<file path="src/rtl/ifetch_if.sv">
// rtl/ifetch_if.sv - fetch-stage bus bundle: imem request/response, redirect, decode handoff
interface ifetch_if;
  // instruction memory request / response
  logic        o_imem_req;
  logic        i_imem_gnt;
  logic [31:0] o_imem_addr;
  logic        i_imem_rvalid;
  logic [31:0] i_imem_rdata;
  // redirect from branch/jump unit
  logic        i_redirect;
  logic [31:0] i_redirect_pc;
  // handoff to decode
  logic        o_ir_valid;
  logic        i_ir_ready;
  logic [31:0] o_ir_instr;
  logic [31:0] o_ir_pc;

  // fetch-stage view
  modport master (
    output o_imem_req, o_imem_addr, o_ir_valid, o_ir_instr, o_ir_pc,
    input  i_imem_gnt, i_imem_rvalid, i_imem_rdata, i_redirect, i_redirect_pc, i_ir_ready
  );

  // environment view (memory, branch unit, decode)
  modport slave (
    input  o_imem_req, o_imem_addr, o_ir_valid, o_ir_instr, o_ir_pc,
    output i_imem_gnt, i_imem_rvalid, i_imem_rdata, i_redirect, i_redirect_pc, i_ir_ready
  );
endinterface

</file>
<file path="src/rtl/ifetch.sv">
// rtl/ifetch.sv - instruction fetch: sequential PC, credit-limited imem requests, 2-entry buffer
module ifetch #(
  parameter logic [31:0] RESET_PC = 32'h8000_0000
) (
  input logic       i_clk,
  input logic       i_rst_n,
  ifetch_if.master  bus
);

  // fetch / response PCs
  logic [31:0] fpc;
  logic [31:0] rpc;

  // outstanding requests, responses to discard, buffer occupancy
  logic [1:0]  inflight;
  logic [1:0]  drop;
  logic [1:0]  occ;

  // 2-entry buffer of {instr, pc}
  logic [31:0] buf_instr [2];
  logic [31:0] buf_pc    [2];
  logic        wr_ptr;
  logic        rd_ptr;

  logic        pop;
  logic        req;
  logic        grant;
  logic        push;
  logic [2:0]  credit;
  logic [31:0] new_pc;

  // handshake decode: a slot is free when buffered + outstanding < 2,
  // or exactly 2 while decode takes one this cycle (keeps 1 instr/cycle)
  always_comb begin
    credit = {1'b0, occ} + {1'b0, inflight};
    pop    = (occ != 2'd0) & bus.i_ir_ready;
    req    = i_rst_n & ~bus.i_redirect &
             ((credit < 3'd2) | ((credit == 3'd2) & pop));
    grant  = req & bus.i_imem_gnt;
    push   = bus.i_imem_rvalid & ~bus.i_redirect & (drop == 2'd0);
    new_pc = bus.i_redirect_pc & 32'hFFFF_FFFC;
  end

  assign bus.o_imem_req  = req;
  assign bus.o_imem_addr = fpc;
  assign bus.o_ir_valid  = (occ != 2'd0);
  assign bus.o_ir_instr  = buf_instr[rd_ptr];
  assign bus.o_ir_pc     = buf_pc[rd_ptr];

  // PC, credit and drop bookkeeping; redirect overrides everything else
  always_ff @(posedge i_clk or negedge i_rst_n) begin
    if (!i_rst_n) begin
      fpc      <= RESET_PC;
      rpc      <= RESET_PC;
      inflight <= 2'd0;
      drop     <= 2'd0;
      occ      <= 2'd0;
      wr_ptr   <= 1'b0;
      rd_ptr   <= 1'b0;
    end else if (bus.i_redirect) begin
      // every still-outstanding response belongs to the old stream;
      // one arriving right now is discarded here, so it is not counted
      fpc      <= new_pc;
      rpc      <= new_pc;
      inflight <= inflight - {1'b0, bus.i_imem_rvalid};
      drop     <= inflight - {1'b0, bus.i_imem_rvalid};
      occ      <= 2'd0;
      wr_ptr   <= 1'b0;
      rd_ptr   <= 1'b0;
    end else begin
      if (grant) begin
        fpc <= fpc + 32'd4;
      end
      if (push) begin
        rpc    <= rpc + 32'd4;
        wr_ptr <= ~wr_ptr;
      end
      if (pop) begin
        rd_ptr <= ~rd_ptr;
      end
      inflight <= inflight + {1'b0, grant} - {1'b0, bus.i_imem_rvalid};
      if (bus.i_imem_rvalid && (drop != 2'd0)) begin
        drop <= drop - 2'd1;
      end
      occ <= occ + {1'b0, push} - {1'b0, pop};
    end
  end

  // buffer storage; cleared on reset so the decode outputs start at zero
  always_ff @(posedge i_clk or negedge i_rst_n) begin
    if (!i_rst_n) begin
      buf_instr[0] <= 32'd0;
      buf_instr[1] <= 32'd0;
      buf_pc[0]    <= 32'd0;
      buf_pc[1]    <= 32'd0;
    end else if (push) begin
      buf_instr[wr_ptr] <= bus.i_imem_rdata;
      buf_pc[wr_ptr]    <= rpc;
    end
  end

  // the credit rule must make a push into a full buffer impossible
  a_no_push_full: assert property (@(posedge i_clk) disable iff (!i_rst_n)
    !(push && (occ == 2'd2)));

  // counters stay inside their legal ranges
  a_ranges: assert property (@(posedge i_clk) disable iff (!i_rst_n)
    (inflight <= 2'd2) && (occ <= 2'd2) && (drop <= inflight));

endmodule

</file>
<file path="src/flat_wrapper.sv">
// flat-port wrapper written by rule: the top's interface ports become plain ports
module ifetch_flat 
#(
  parameter logic [31:0] RESET_PC = 32'h8000_0000
)
  (i_clk, i_rst_n, bus_o_imem_req, bus_o_imem_addr, bus_o_ir_valid, bus_o_ir_instr, bus_o_ir_pc, bus_i_imem_gnt, bus_i_imem_rvalid, bus_i_imem_rdata, bus_i_redirect, bus_i_redirect_pc, bus_i_ir_ready);
  ifetch_if bus_i ();
  input logic i_clk;
  input logic i_rst_n;
  output wire logic [$bits(bus_i.o_imem_req)-1:0] bus_o_imem_req;
  output wire logic [$bits(bus_i.o_imem_addr)-1:0] bus_o_imem_addr;
  output wire logic [$bits(bus_i.o_ir_valid)-1:0] bus_o_ir_valid;
  output wire logic [$bits(bus_i.o_ir_instr)-1:0] bus_o_ir_instr;
  output wire logic [$bits(bus_i.o_ir_pc)-1:0] bus_o_ir_pc;
  input wire logic [$bits(bus_i.i_imem_gnt)-1:0] bus_i_imem_gnt;
  input wire logic [$bits(bus_i.i_imem_rvalid)-1:0] bus_i_imem_rvalid;
  input wire logic [$bits(bus_i.i_imem_rdata)-1:0] bus_i_imem_rdata;
  input wire logic [$bits(bus_i.i_redirect)-1:0] bus_i_redirect;
  input wire logic [$bits(bus_i.i_redirect_pc)-1:0] bus_i_redirect_pc;
  input wire logic [$bits(bus_i.i_ir_ready)-1:0] bus_i_ir_ready;
  assign bus_o_imem_req = bus_i.o_imem_req;
  assign bus_o_imem_addr = bus_i.o_imem_addr;
  assign bus_o_ir_valid = bus_i.o_ir_valid;
  assign bus_o_ir_instr = bus_i.o_ir_instr;
  assign bus_o_ir_pc = bus_i.o_ir_pc;
  assign bus_i.i_imem_gnt = bus_i_imem_gnt;
  assign bus_i.i_imem_rvalid = bus_i_imem_rvalid;
  assign bus_i.i_imem_rdata = bus_i_imem_rdata;
  assign bus_i.i_redirect = bus_i_redirect;
  assign bus_i.i_redirect_pc = bus_i_redirect_pc;
  assign bus_i.i_ir_ready = bus_i_ir_ready;
  ifetch #(.RESET_PC(RESET_PC)) u_core (.i_clk(i_clk), .i_rst_n(i_rst_n), .bus(bus_i));
endmodule
</file>
<file path="config.mk">
export PLATFORM = sky130hd
export DESIGN_NAME = ifetch_flat
export DESIGN_NICKNAME = d
export VERILOG_FILES = /design/src/rtl/ifetch_if.sv /design/src/rtl/ifetch.sv /design/src/flat_wrapper.sv
export SDC_FILE = /design/constraint.sdc
export NUM_CORES = 1
export LEC_CHECK = 0
export CORE_MARGIN = 8
export CORE_UTILIZATION = 50
export CTS_BUF_LIST = sky130_fd_sc_hd__clkbuf_2 sky130_fd_sc_hd__clkbuf_4 sky130_fd_sc_hd__clkbuf_8
export DETAILED_ROUTE_END_ITERATION = 12
export PLACE_DENSITY_LB_ADDON = 0.05
export SLEW_MARGIN = 20
export SYNTH_ARGS = -nofsm -noshare
export SYNTH_HDL_FRONTEND = slang
export SYNTH_SLANG_ARGS = --single-unit
</file>
<file path="constraint.sdc">
create_clock -name i_clk -period 2.6 [get_ports i_clk]
set_input_delay 0.26 -clock i_clk [delete_from_list [all_inputs] [get_ports i_clk]]
set_output_delay 0.26 -clock i_clk [all_outputs]
set_load 0.005 [all_outputs]
</file>
==> out/results.env <==
STATUS='complete, no violations'
CRITICAL-PATH-MAX-STAGE-DELAY_NS=0.40
GRT_SETUP_UNREPAIRED='false'
CLKLATENCYLATEPIN_NS=0.46
SYNTH_COMMON_CELLS='209 x mux2_2, 190 x dfrtp_1, 36 x xnor2_1'
DRV_SLEW=0
SLEW_HEADROOM=0.527
POST_ROUTE_CELLS_DRIVE_ABOVE_1_SHARE=0.307
FINAL.PERIOD_UTILIZATION=0.944
NATURE_OF_THE_CRITICAL_PATH_STARTPOINT='flop'
H-TREE-DEPTH=4
DRT_ITER0_DRC=268
GLOBALROUTEMET3UTIL=0.0491
DETAIL-ROUTE-ANTENNA-NETS=0
DIE_W_UM=152
POST_SYNTHESIS_CELL_AREA_SQ_MM=0.00928
DATA_ARRIVAL_TIME_AT_THE_WORST_SLACK_ENDPOINT_NS=2.84
POST-ROUTE-MIN-PERIOD_NS=2.46
ROUTE.DETAILED.WL_PER_INST_UM=19.2
CLOCK-SKEW-FINAL_NS=0.0127
FINAL_NET_COUNT=980
SYNTH-SEQ-CELLS=192
SYNTH_AREA_PER_CELL_SQ_UM=12.5
GRT_OVERFLOW_TOTAL=0
SETUP_VIOL=0
POST_SYNTH_MAIN_AREA_CONTRIBUTORS='dfrtp_1 51%, mux2_2 25%, xnor2_1 3.4%'
YS_SEQ_AREA_FRAC=0.518
CRITPATHCAPTURETYPE='flop'
NFILLCELLS=1450
POSTCTSSETUPREPAIRBUFS=0
SETUP_WS_NS=0.145
CRIT_CHAIN='ha_1 -> fa_1 -> and3b_1 -> and2_2 -> nand4_1 -> buf_4 -> or3_1 -> a31oi_1'
GATE_FAMILY_RESPONSIBLE_FOR_THE_MOST_DELAY_ALONG_THE_WORST_PATH='simple AND/OR/NAND/NOR gates'
DETAIL_ROUTE.DRC_VIOLATIONS=0
GLOBAL_ROUTE.USAGE.TOTAL=0.196
SYNTH_ENABLE_FLOP_CELLS=0
CLOCK_PATH_BUFFERS=2
HEIGHT_OF_THE_DIE_UM=152
CTS.SINKS=192
ROUTABILITYCONGESTION=0.855
SYNTH_FF_TYPE='dfrtp_1'
CLOCK_BUFFER_COUNT_FROM_CTS=17
FIRST_GLOBAL_VIAS=6941
GRT_START_MAX_NET_PINS=139
MET1_USAGE=0.257
CTS_TREE='done'
GRT_ANTENNA_BEFORE_REPAIR=0
CRITICALPATHCATEGORY='reg2reg'
PWR_DENSITY_CELL_mW_PER_MM2=977
NUM_IO_PINS=168
GLOBALROUTE.BUSIESTLAYER='met2'
CP.REQUIRED_NS=2.99
GRTUSAGEMET2=0.315
TIGHTESTPINTRANSITION_NS=0.709
YOSYS_WARNINGS=0
DRT_PRE_ANTENNA_ITERS=5
AREA_GROWTH_PCT=25.3
FLOORPLAN.INITIALDENSITY=0.503
CRITICAL_PATH.N_BUFFERS_INVERTERS=1
IR_DROP_V=0.000614
POST_SYNTH_INST_COUNT=741
CLOCK-ROOT-BUFFER='clkbuf_8'
ROUTE.DETAILED.VIAS_PER_INST=5.57
CORE_REGION_AREA_SQ_MM=0.0185
HOLD_VIOLATION_TOTAL_FROM_THE_FINAL_REPORT=0
HOLDCRITPATHCLASS='in2async'
HOLDBUFCOUNTCTS=0
SYNTH.LARGEST_AREA_CELL='dfrtp_1'
POST-DP-HPWL_UM=15600
GRT_FIRST_PASS_WIRELENGTH_UM=36500
P_LEAK_nW=4.92
PLACEMENT_ROWS=50
SYNTHDISTINCTLIBCELLS=51
MAX-CAP-VIOLATIONS=0
SYNTHMOSTINSTANTIATEDCELL='mux2_2'
PORT_BUFFERS=161
FINALWIRELENGTH_UM=22000
DIODES=0
CRIT_PATH_MAX_FANOUT=7
SETUP_SLACK_AT_PLACEMENT_NS=0.0719
SYNTHDOMINANTCELLAREASHARE=0.512
CRITICAL_PATH_S_SLOWEST_CELL='fa_1'
TOTALNEGATIVESETUPSLACK_NS=0
FMAX_GHz=0.407
SYNTHARSTFLOPSHARE=1.00
ROUTE.VIAS.TOTAL=6393
WORST_SETUP_HOLD_PATH_CLK_SLEW_NS=0.09
DESIGN.DIE.AREA_SQ_MM=0.0232
==> registers in the layout, indices dropped and copies added (netlist names) <==
register                count
u_core.occ                  2
u_core.buf_instr           64
u_core.wr_ptr               1
u_core.rpc                 30
u_core.rd_ptr               1
u_core.buf_pc              60
u_core.drop                 2
u_core.inflight             2
u_core.bus.o_imem_addr     30
==> stage by stage <==
step	util	cell area [sq um]	total power, mW	hold WS [ns]	std cells
6_report	0.630	11600	11.4	0.0201	1148
5_1_grt	0.630	11600	12.1	0.0169	1148
4_1_cts	0.630	11600	11.5	0.0167	1148
3_5_place_dp	0.607	11200	9.42	0.473	1116
3_3_place_gp	0.607	11200	9.22	0.461	1116
2_1_floorplan	-	9290	6.98	-0.0356	744
==> worst reg2reg max path, delay by kind of cell (launching register included) <==
| family | cells | cell delay, ns |
|---|---|---|
| AOI/OAI and AO/OA | 1 | 0.16 |
| adders and majority gates | 2 | 0.61 |
| buffers and inverters | 1 | 0.20 |
| DFF | 1 | 0.39 |
| and+or+nand+nor | 4 | 1.02 |
==> what timing repair did <==
item / 4_1_cts / 5_1_grt
gates resized for setup: 2 / 3
pin swaps: 1 / 0
setup endpoints to repair: 1 / 14
==> logic make-up (layout without fill, tap and decap cells) <==
logic type      Yosys count  count (layout)  share of synthesized area
fa+ha+maj                 9               9                     0.0129
flops                   192             192                      0.518
xor+xnor                 50              50                     0.0472
buf+inv                  59             229                     0.0303
other cells               1               4                   0.000404
compound gates           57              57                     0.0368
simple gates            162             162                     0.0983
mux                     211             211                      0.256
==> power breakdown <==
group          leakage [nW]  internal [mW]  switching (mW)
logic                  2.33           3.01            1.60
registers              2.38           4.03           0.676
clock network         0.210           1.05            1.01
total                  4.92           8.08            3.29
==> final cells by class <==
| cell class | instances | area (sq um) | share of cell area |
|---|---|---|---|
| Sequential cell | 192 | 4810 | 0.414 |
| Multi-Input combinational cell | 493 | 4220 | 0.362 |
| Timing Repair Buffer | 181 | 1830 | 0.157 |
| Tap cell | 234 | 293 | 0.0252 |
| Clock buffer | 23 | 292 | 0.0251 |
| Clock inverter | 9 | 131 | 0.0113 |
| Inverter | 16 | 60.1 | 0.00516 |
==> path summary, 6_finish.rpt <==
| kind | endpoint | slack (ns) | start | cells past startpoint |
|---|---|---|---|---|
| hold / removal | u_core.rpc[8] | 0.02 | i_rst_n | 2 |
| max in group asynchronous | u_core.rd_ptr | 2.06 | i_rst_n | 2 |
| min in group i_clk | u_core.rpc[31] | 0.40 | bus_i_redirect_pc[31] | 3 |
| setup reg to reg | u_core.bus.o_imem_addr[27] | 0.14 | u_core.occ[0] | 8 |
| setup / recovery | u_core.bus.o_imem_addr[27] | 0.14 | u_core.occ[0] | 8 |
| hold reg to reg | u_core.buf_pc[25] | 0.49 | u_core.buf_pc[25] | 2 |
==> cells in the final DEF (no fill, tap or decap), types with 4 or more instances in the layout <==
cell type / count
dfrtp_1: 189
nor2_1: 22
a21oi_1: 14
ha_1: 8
conb_1: 4
buf_4: 15
xnor2_1: 36
nor4_1: 5
clkbuf_8: 20
or3_1: 8
buf_12: 5
nand2_1: 30
nor3_1: 6
clkdlybuf4s50_1: 159
and3_1: 12
inv_1: 14
clkbuf_4: 4
nand4_1: 26
a31oi_1: 10
nand3_1: 20
o21ai_0: 16
mux2_2: 209
xor2_1: 14
==> metal layers <==
layer / wire, um / up-vias
met5: 0 / -
met4: 255 / 0
met3: 1190 / 17
met2: 10400 / 187
met1: 10200 / 3227
li1: - / 2962
Note: power is estimated with default switching activity, not from simulation.
